`config.mk`:
```
export PLATFORM = sky130hd
export DESIGN_NAME = mod_reducer_flat
export DESIGN_NICKNAME = d
export VERILOG_FILES = /design/src/rtl/mod_reducer_if.sv /design/src/rtl/mod_reducer.sv /design/src/flat_wrapper.sv
export SDC_FILE = /design/constraint.sdc
export NUM_CORES = 1
export LEC_CHECK = 0
export ABC_AREA = 1
export CAP_MARGIN = 25
export CELL_PAD_IN_SITES_DETAIL_PLACEMENT = 0
export CELL_PAD_IN_SITES_GLOBAL_PLACEMENT = 1
export CORE_AREA = 5 5 80 82
export DETAILED_ROUTE_END_ITERATION = 10
export DIE_AREA = 0 0 85 87
export PLACE_DENSITY_LB_ADDON = 0.1
export SYNTH_ARGS = -nofsm -noshare
export SYNTH_HDL_FRONTEND = slang
export SYNTH_SLANG_ARGS = --single-unit
```
`constraint.sdc`:
```
create_clock -name clk -period 4.95 [get_ports clk]
set_input_delay 0.99 -clock clk [delete_from_list [all_inputs] [get_ports clk]]
set_output_delay 0.99 -clock clk [all_outputs]
set_load 0.03 [all_outputs]
```
`src/rtl/mod_reducer_if.sv`:
```
// mod_reducer_if: operand/result handshake bundle between the exponentiation sequencer and mod_reducer
interface mod_reducer_if #(parameter int PW = 12, parameter int NW = 6);
  logic          in_valid;
  logic          in_ready;
  logic [PW-1:0] product;
  logic [NW-1:0] modulus;
  logic          out_valid;
  logic          out_ready;
  logic [NW-1:0] remainder;
  logic          err;
  modport master (output in_valid, product, modulus, out_ready, input in_ready, out_valid, remainder, err);
  modport slave (input in_valid, product, modulus, out_ready, output in_ready, out_valid, remainder, err);
endinterface

```
`src/rtl/mod_reducer.sv`:
```
// mod_reducer: restoring shift-subtract product mod n, one product bit per clock
module mod_reducer #(
  parameter int PW = 12,
  parameter int NW = 6
) (
  input  logic         clk,
  input  logic         rst_n,
  mod_reducer_if.slave bus
);
  localparam int IW = $clog2(PW);
  typedef enum logic [1:0] {IDLE, RUN, DONE} state_t;
  state_t        st;
  logic [PW-1:0] p;
  logic [NW-1:0] n;
  logic [NW:0]   r, t, rn;
  logic [IW-1:0] idx;
  // r < n keeps t within NW+1 bits, so a single conditional subtract restores it
  always_comb begin
    t  = {r[NW-1:0], p[idx]};
    rn = (t >= {1'b0, n}) ? t - {1'b0, n} : t;
  end
  always_ff @(posedge clk or negedge rst_n)
    if (!rst_n) begin
      st            <= IDLE;
      p             <= '0;
      n             <= '0;
      r             <= '0;
      idx           <= '0;
      bus.in_ready  <= 1'b1;
      bus.out_valid <= 1'b0;
      bus.remainder <= '0;
      bus.err       <= 1'b0;
    end else
      case (st)
        IDLE: if (bus.in_valid) begin
          p            <= bus.product;
          n            <= bus.modulus;
          r            <= '0;
          idx          <= IW'(PW - 1);
          bus.in_ready <= 1'b0;
          if (bus.modulus == '0) begin
            st            <= DONE;
            bus.out_valid <= 1'b1;
            bus.err       <= 1'b1;
            bus.remainder <= '0;
          end else st <= RUN;
        end
        RUN: begin
          r <= rn;
          if (idx == '0) begin
            st            <= DONE;
            bus.out_valid <= 1'b1;
            bus.remainder <= rn[NW-1:0];
            bus.err       <= 1'b0;
          end else idx <= idx - 1'b1;
        end
        DONE: if (bus.out_ready) begin
          st            <= IDLE;
          bus.out_valid <= 1'b0;
          bus.in_ready  <= 1'b1;
        end
        default: st <= IDLE;
      endcase
endmodule

```
`src/flat_wrapper.sv`:
```
// flat-port wrapper written by rule: the top's interface ports become plain ports
module mod_reducer_flat 
#(
  parameter int PW = 12,
  parameter int NW = 6
)
  (clk, rst_n, bus_in_valid, bus_product, bus_modulus, bus_out_ready, bus_in_ready, bus_out_valid, bus_remainder, bus_err);
  mod_reducer_if #(.PW(PW), .NW(NW)) bus_i ();
  input  logic clk;
  input  logic rst_n;
  input wire logic [$bits(bus_i.in_valid)-1:0] bus_in_valid;
  input wire logic [$bits(bus_i.product)-1:0] bus_product;
  input wire logic [$bits(bus_i.modulus)-1:0] bus_modulus;
  input wire logic [$bits(bus_i.out_ready)-1:0] bus_out_ready;
  output wire logic [$bits(bus_i.in_ready)-1:0] bus_in_ready;
  output wire logic [$bits(bus_i.out_valid)-1:0] bus_out_valid;
  output wire logic [$bits(bus_i.remainder)-1:0] bus_remainder;
  output wire logic [$bits(bus_i.err)-1:0] bus_err;
  assign bus_i.in_valid = bus_in_valid;
  assign bus_i.product = bus_product;
  assign bus_i.modulus = bus_modulus;
  assign bus_i.out_ready = bus_out_ready;
  assign bus_in_ready = bus_i.in_ready;
  assign bus_out_valid = bus_i.out_valid;
  assign bus_remainder = bus_i.remainder;
  assign bus_err = bus_i.err;
  mod_reducer #(.PW(PW), .NW(NW)) u_core (.clk(clk), .rst_n(rst_n), .bus(bus_i));
endmodule
```
Yosys cells after proc, flatten, opt, wreduce, memory -nomap -nowiden
Index checks and enable logic that the tools add are counted.
{ "word_totals": {"ff_bits": 39, "inputBits": 22, "output_inout_bits": 9, "elab_cells": 60} }
{ "op_classes": {"addsub": 2, "order_cmp": 2, "n_eq_ne": 7, "mux": 27, "n_reduce_logical": 13} }
{ "ops": {"columns": ["op", "count"], "rows": [
  ["$mux W6", 5],
  ["$pmux W6 S2", 2],
  ["$reduce_and A3 Y1", 3],
  ["$mux W1", 8],
  ["$mux W2", 4],
  ["$mux W4", 2],
  ["$pmux W4 S2", 1],
  ["$ge A7 B6 Y1", 1],
  ["$logic_not A6 Y1", 1],
  ["$ne A2 B2 Y1 const B", 3],
  ["$pmux W2 S3", 1],
  ["$sub A6 B6 Y6", 1],
  ["$lt A4 B5 Y1 const B", 1],
  ["$reduce_and A5 Y1", 1],
  ["$bmux W1 S4", 1],
  ["$logic_not A4 Y1", 1],
  ["$ne A2 B1 Y1 const B", 2],
  ["$pmux W1 S2", 2],
  ["$reduce_and A2 Y1", 2],
  ["$reduce_and A4 Y1", 1],
  ["$reduce_bool A2 Y1", 2],
  ["$sub A4 B1 Y4 const B", 1],
  ["$pmux W1 S3", 1],
  ["$reduce_bool A3 Y1", 1],
  ["3 further kinds", 3]
]} }

Longest topological paths before layout
{ "logic_depth": {"ltp_word": 6, "depth_mapped": 19} }

Worst setup path after synthesis
No wires, ideal clock.
{ "synth_path": {"path_type": "flip-flop to flip-flop", "from": "register u_core.idx[0]", "to": "register u_core.r[4]", "arrival_ps": 2002, "required_time_ps": 4824, "slack_ps": 2822, "stages_incl_launch_ff": 19, "path_buffers": 1, "cell_sequence": "dfrtp_1 -> buf_2 -> inv_2 -> nand2_1 -> o211ai_1 -> nand2_1 -> nand2_1 -> and2_1 -> ha_1 -> inv_1 -> fa_1 -> nand3_1 -> nand2_1 -> nand2_1 -> nand2_1 -> nand2_1 -> o21ai_1 -> nand2_1 -> o21ai_0"} }
{ "synth_via": {"elab_chain_len": 5, "word_cells_on_any_way": 6, "cone_classes": "add/sub: 1; order compare: 1; mux: 4"} }
{ "synth_rtl": {"columns": ["item", "line", "rtl"], "rows": [
  ["from (decl)", "mod_reducer.sv:16", "logic [IW-1:0] idx;"],
  ["from (signal assigned)", "mod_reducer.sv:39", "idx <= IW'(PW - 1);"],
  ["from (signal assigned)", "mod_reducer.sv:55", "end else idx <= idx - 1'b1;"],
  ["$bmux W1 S4 (*)", "mod_reducer.sv:19", "t = {r[NW-1:0], p[idx]};"],
  ["$mux W1 (implied by the code) (*)", "mod_reducer.sv:19", null],
  ["$sub A6 B6 Y6 / $ge A7 B6 Y1 (equally long branches)", "mod_reducer.sv:20", "rn = (t >= {1'b0, n}) ? t - {1'b0, n} : t;"],
  ["$mux W6 (*)", "mod_reducer.sv:20", null],
  ["$pmux W6 S2 (*)", "mod_reducer.sv:34", "case (st)"],
  ["to (signal assigned)", "mod_reducer.sv:49", "r <= rn;"],
  ["to (decl)", "mod_reducer.sv:15", "logic [NW:0] r, t, rn;"]
]} }
Mark *: on every way between the ends. The rest lies on a longest branch, timed or not. The select of a mux whose other input is x is not followed.
A chain may end at the register's enable or synchronous reset.

Worst setup path after layout
{ "layout_path": {"from": "input port bus_in_valid", "to": "register u_core.p[10]"} }
{ "layout_via": {"elab_chain_len": 1} }
{ "layout_rtl": {"columns": ["item", "line", "rtl"], "rows": [
  ["from (decl)", "flat_wrapper.sv:11", "input wire logic [$bits(bus_i.in_valid)-1:0] bus_in_valid;"],
  ["$reduce_and A2 Y1 (no line)", null, null],
  ["to (signal assigned)", "mod_reducer.sv:36", "p <= bus.product;"],
  ["to (decl)", "mod_reducer.sv:13", "logic [PW-1:0] p;"]
]} }
No other way between the ends.

==> impl_metrics.env <==
export IMPL_cts_buffers=5
export IMPL_leakage_nw=1.367
export IMPL_slew_viol_final=0
export IMPL_cp_start_kind="input port"
export IMPL_rrSetupSlack_ns=2.47
export IMPL_area_growth_pct=22.02
export IMPL_fmax_mhz=390.0
export IMPL_crit_arrival_ns=2.72
export IMPL_cpPeakStageDelay_ns=0.60
export IMPL_cp_cell_sequence="clkdlybuf4s50_1 > nand2_1 > inv_1 > nand2_1 > o21ai_0"
export IMPL_ys_seq_elements=39
export IMPL_fin_util_pct=46.05
export IMPL_drtIter0Drc=68
export IMPL_post_cts_buffers=0
export IMPL_r2r_start="u_core.idx[0]"
export IMPL_hold_path_end="u_core.p[4]"
export IMPL_synth_top_cell_by_area="dfrtp_1"
export IMPL_syn_avg_cell_area_um2=7.464
export IMPL_fin_setup_tns_ns=0
export IMPL_final_nets=349
export IMPL_peakVddDrop_uv=315.0
export IMPL_antenna_found_initial=0
export IMPL_dieHeight_um=87
export IMPL_io_pins=31
export IMPL_r2r_cells=18
export IMPL_ys_types=29
export IMPL_setup_viol=0
export IMPL_htree_levels=2
export IMPL_slew_headroom_pct=41.56
export IMPL_grt_overflow=0
export IMPL_route_met2_wl_um=2362
export IMPL_synthTopCellsByArea="dfrtp_1 (44%), nand2_1 (19%), inv_1 (7.0%)"
export IMPL_drtAntennaViolNets=0
export IMPL_fin_crit_sh_pct=51.81
export IMPL_dp_hpwl_um=3540
export IMPL_async_reset_ff_share_pct=100.0
export IMPL_hp_start="u_core.p[4]"
export IMPL_design_area_um2=2614
export IMPL_skew_ns=0.005084
export IMPL_max_cap_violations=0
export IMPL_coreArea_um2=5675
export IMPL_track_usage_pct=13.66
export IMPL_synth_top_area_share_pct=44.39
export IMPL_cts_buffer_depth=2
export IMPL_vias_per_cell=4.625
export IMPL_path_max_fanout=26
export IMPL_crit_slowest_cell="nand2_1"
export IMPL_status="completed"
export IMPL_grt_pass1_vias=1811
export IMPL_wl_per_cell_um=11.62
export IMPL_place_gp_congestion=0.7208
export IMPL_ys_warn_count=0
export IMPL_cp_data_required_time_ns=5.11
export IMPL_dr_total_vias=1827
export IMPL_syn_num_nets=317
export IMPL_seq_area_um2=977.2
export IMPL_crit_path_frequent_cell="nand2_1"
export IMPL_min_period_ns=2.564
export IMPL_layout_drive_gt1_share_pct=6.563
export IMPL_grt_max_degree=40
export IMPL_crit_family="buffers and inverters"
export IMPL_synth_edf_count=0
export IMPL_syn_inst=287
export IMPL_die_area_um2=7395
export IMPL_cp_end_kind="flip-flop"
export IMPL_wl_met3_um=128
export IMPL_whs_path_depth=2
export IMPL_dpl_instance_area_um2=2501
export IMPL_n_antenna_cell=0
export IMPL_powerDensity_nw_per_um2=698.4
export IMPL_fill_cells=601
export IMPL_clkTransAtPathRegs_ns=0.08
export IMPL_syn_area_um2=2142
export IMPL_cts_resized=0
export IMPL_hp_class="flip-flop to flip-flop"
export IMPL_cts_sinks=39
export IMPL_grt_pass1_wl_um=8086
export IMPL_root_buffer="clkbuf_8"
export IMPL_wl_um=4591
export IMPL_postCtsHoldBufs=0
export IMPL_port_buffers=30
export IMPL_hold_viol=0
export IMPL_rsz0062_at_grt="false"
export IMPL_critical_path_class="input port to flip-flop"
export IMPL_reg2reg_to="u_core.r[4]"
export IMPL_worstMarginPinSlew_ns=0.8767
export IMPL_multiInputGateArea_um2=974.7
export IMPL_cp_num_buf_inv=2
export IMPL_start_util_pct=37.74
export IMPL_m1WireLength_um=2012
export IMPL_highest_layer="met4"
export IMPL_seq_area_frac_synth_pct=45.62
export IMPL_dr_pass1_iters=4
export IMPL_die_w_um=85
export IMPL_remaining_drc_errors=0
export IMPL_cts_tree="done"
export IMPL_clock_latency_ns=0.29
export IMPL_cp_depth=5
export IMPL_synth_flop_cell="dfrtp_1"
export IMPL_core_rowCount=28
## where the power goes
| part | leakage [nW] | internal, mW | switching, mW |
|---|---|---|---|
| clock | 0.0581 | 0.150 | 0.112 |
| sequential | 0.483 | 0.459 | 0.0873 |
| combinational | 0.826 | 0.370 | 0.647 |
| total | 1.37 | 0.979 | 0.846 |
## layer usage
layer / track usage (%) / up-vias
met5: 0 / -
met2: 24.44 / 21
met4: 5.036 / 0
met1: 16.04 / 825
met3: 2.933 / 8
li1: - / 973
## synth_stat cells (2+ instances only)
cell,instances
nand2_1,106
inv_1,40
dfrtp_1,38
nand3_1,24
o21ai_0,19
nor2_1,14
a21oi_1,7
ha_1,7
nand4_1,5
buf_2,3
o21ai_1,3
nand2_2,2
nand3_2,2
nor2_2,2
## cell usage in the layout, fill, tap and decap left out, types with 2 or more instances in the layout
cell type | Yosys | layout
o21ai_0 | 19 | 19
o21ai_1 | 3 | 3
clkdlybuf4s50_1 | 0 | 29
nand2_1 | 106 | 106
ha_1 | 7 | 7
nor2_1 | 14 | 14
nor2_2 | 2 | 2
inv_1 | 40 | 40
clkbuf_8 | 0 | 5
nand3_2 | 2 | 2
nand2_2 | 2 | 2
dfrtp_1 | 38 | 38
nand3_1 | 24 | 24
a21oi_1 | 7 | 7
nand4_1 | 5 | 5
## flip-flops by register name, summed over array words and instances (netlist names)
| signal | count |
|---|---|
| u_core.r | 6 |
| u_core.n | 6 |
| u_core.p | 12 |
| u_core.bus.in_ready | 1 |
| u_core.st | 2 |
| u_core.bus.remainder | 6 |
| u_core.bus.out_valid | 1 |
| u_core.bus.err | 1 |
| u_core.idx | 4 |
## worst max path at each step
stage | startpoint | endpoint
after floorplan | u_core.idx[0] | u_core.r[4]
after global placement | bus_in_valid | u_core.n[1]
after detailed placement | bus_in_valid | u_core.p[10]
after CTS | bus_in_valid | u_core.p[10]
after global routing | bus_in_valid | u_core.p[10]
final | bus_in_valid | u_core.p[10]
## cell families after synthesis
kind of cell               share of synthesized area [%]
AOI/OAI and AO/OA                                  8.528
buffers and inverters                              8.878
and+or+nand+nor                                    31.54
DFF                                                45.62
xor gates and xnor gates                          0.4090
adders and majority gates                          5.023
## worst register-to-register path, stage by stage, from the launching register on
cell and delay [ns]:
dfrtp_1 0.49, inv_2 0.14, nor2_1 0.11, nor2_1 0.04, o21ai_0 0.07, nand2_1 0.07, nand2_1 0.07, and2_1 0.13
ha_1 0.14, inv_1 0.07, fa_1 0.41, nand3_1 0.12, nand2_1 0.06, nand2_1 0.06, nand2_1 0.06, nand2_1 0.07
o21ai_1 0.10, nand2_1 0.07, o21ai_0 0.08
## cell type report
cell class	count	share of cell area [%]
clock buffer	5	2.633
clock inverter	3	1.675
multi-input combinational	201	37.29
tap	75	3.590
inverter	42	6.127
sequential	39	37.39
timing repair buffer	30	11.30
## through the flow
stage               std cells  total power, mW  setup slack [ns]  hold slack [ns]
floorplan                 287            1.325             2.822           0.4436
global placement          387            1.590             2.042           0.4643
detailed placement        387            1.595             1.984           0.4656
CTS                       395            1.868             2.296           0.4871
global route              395            2.041             2.169           0.4883
finish                    395            1.825             2.386           0.4808
No activity file was read; power rests on OpenSTA's default activity.
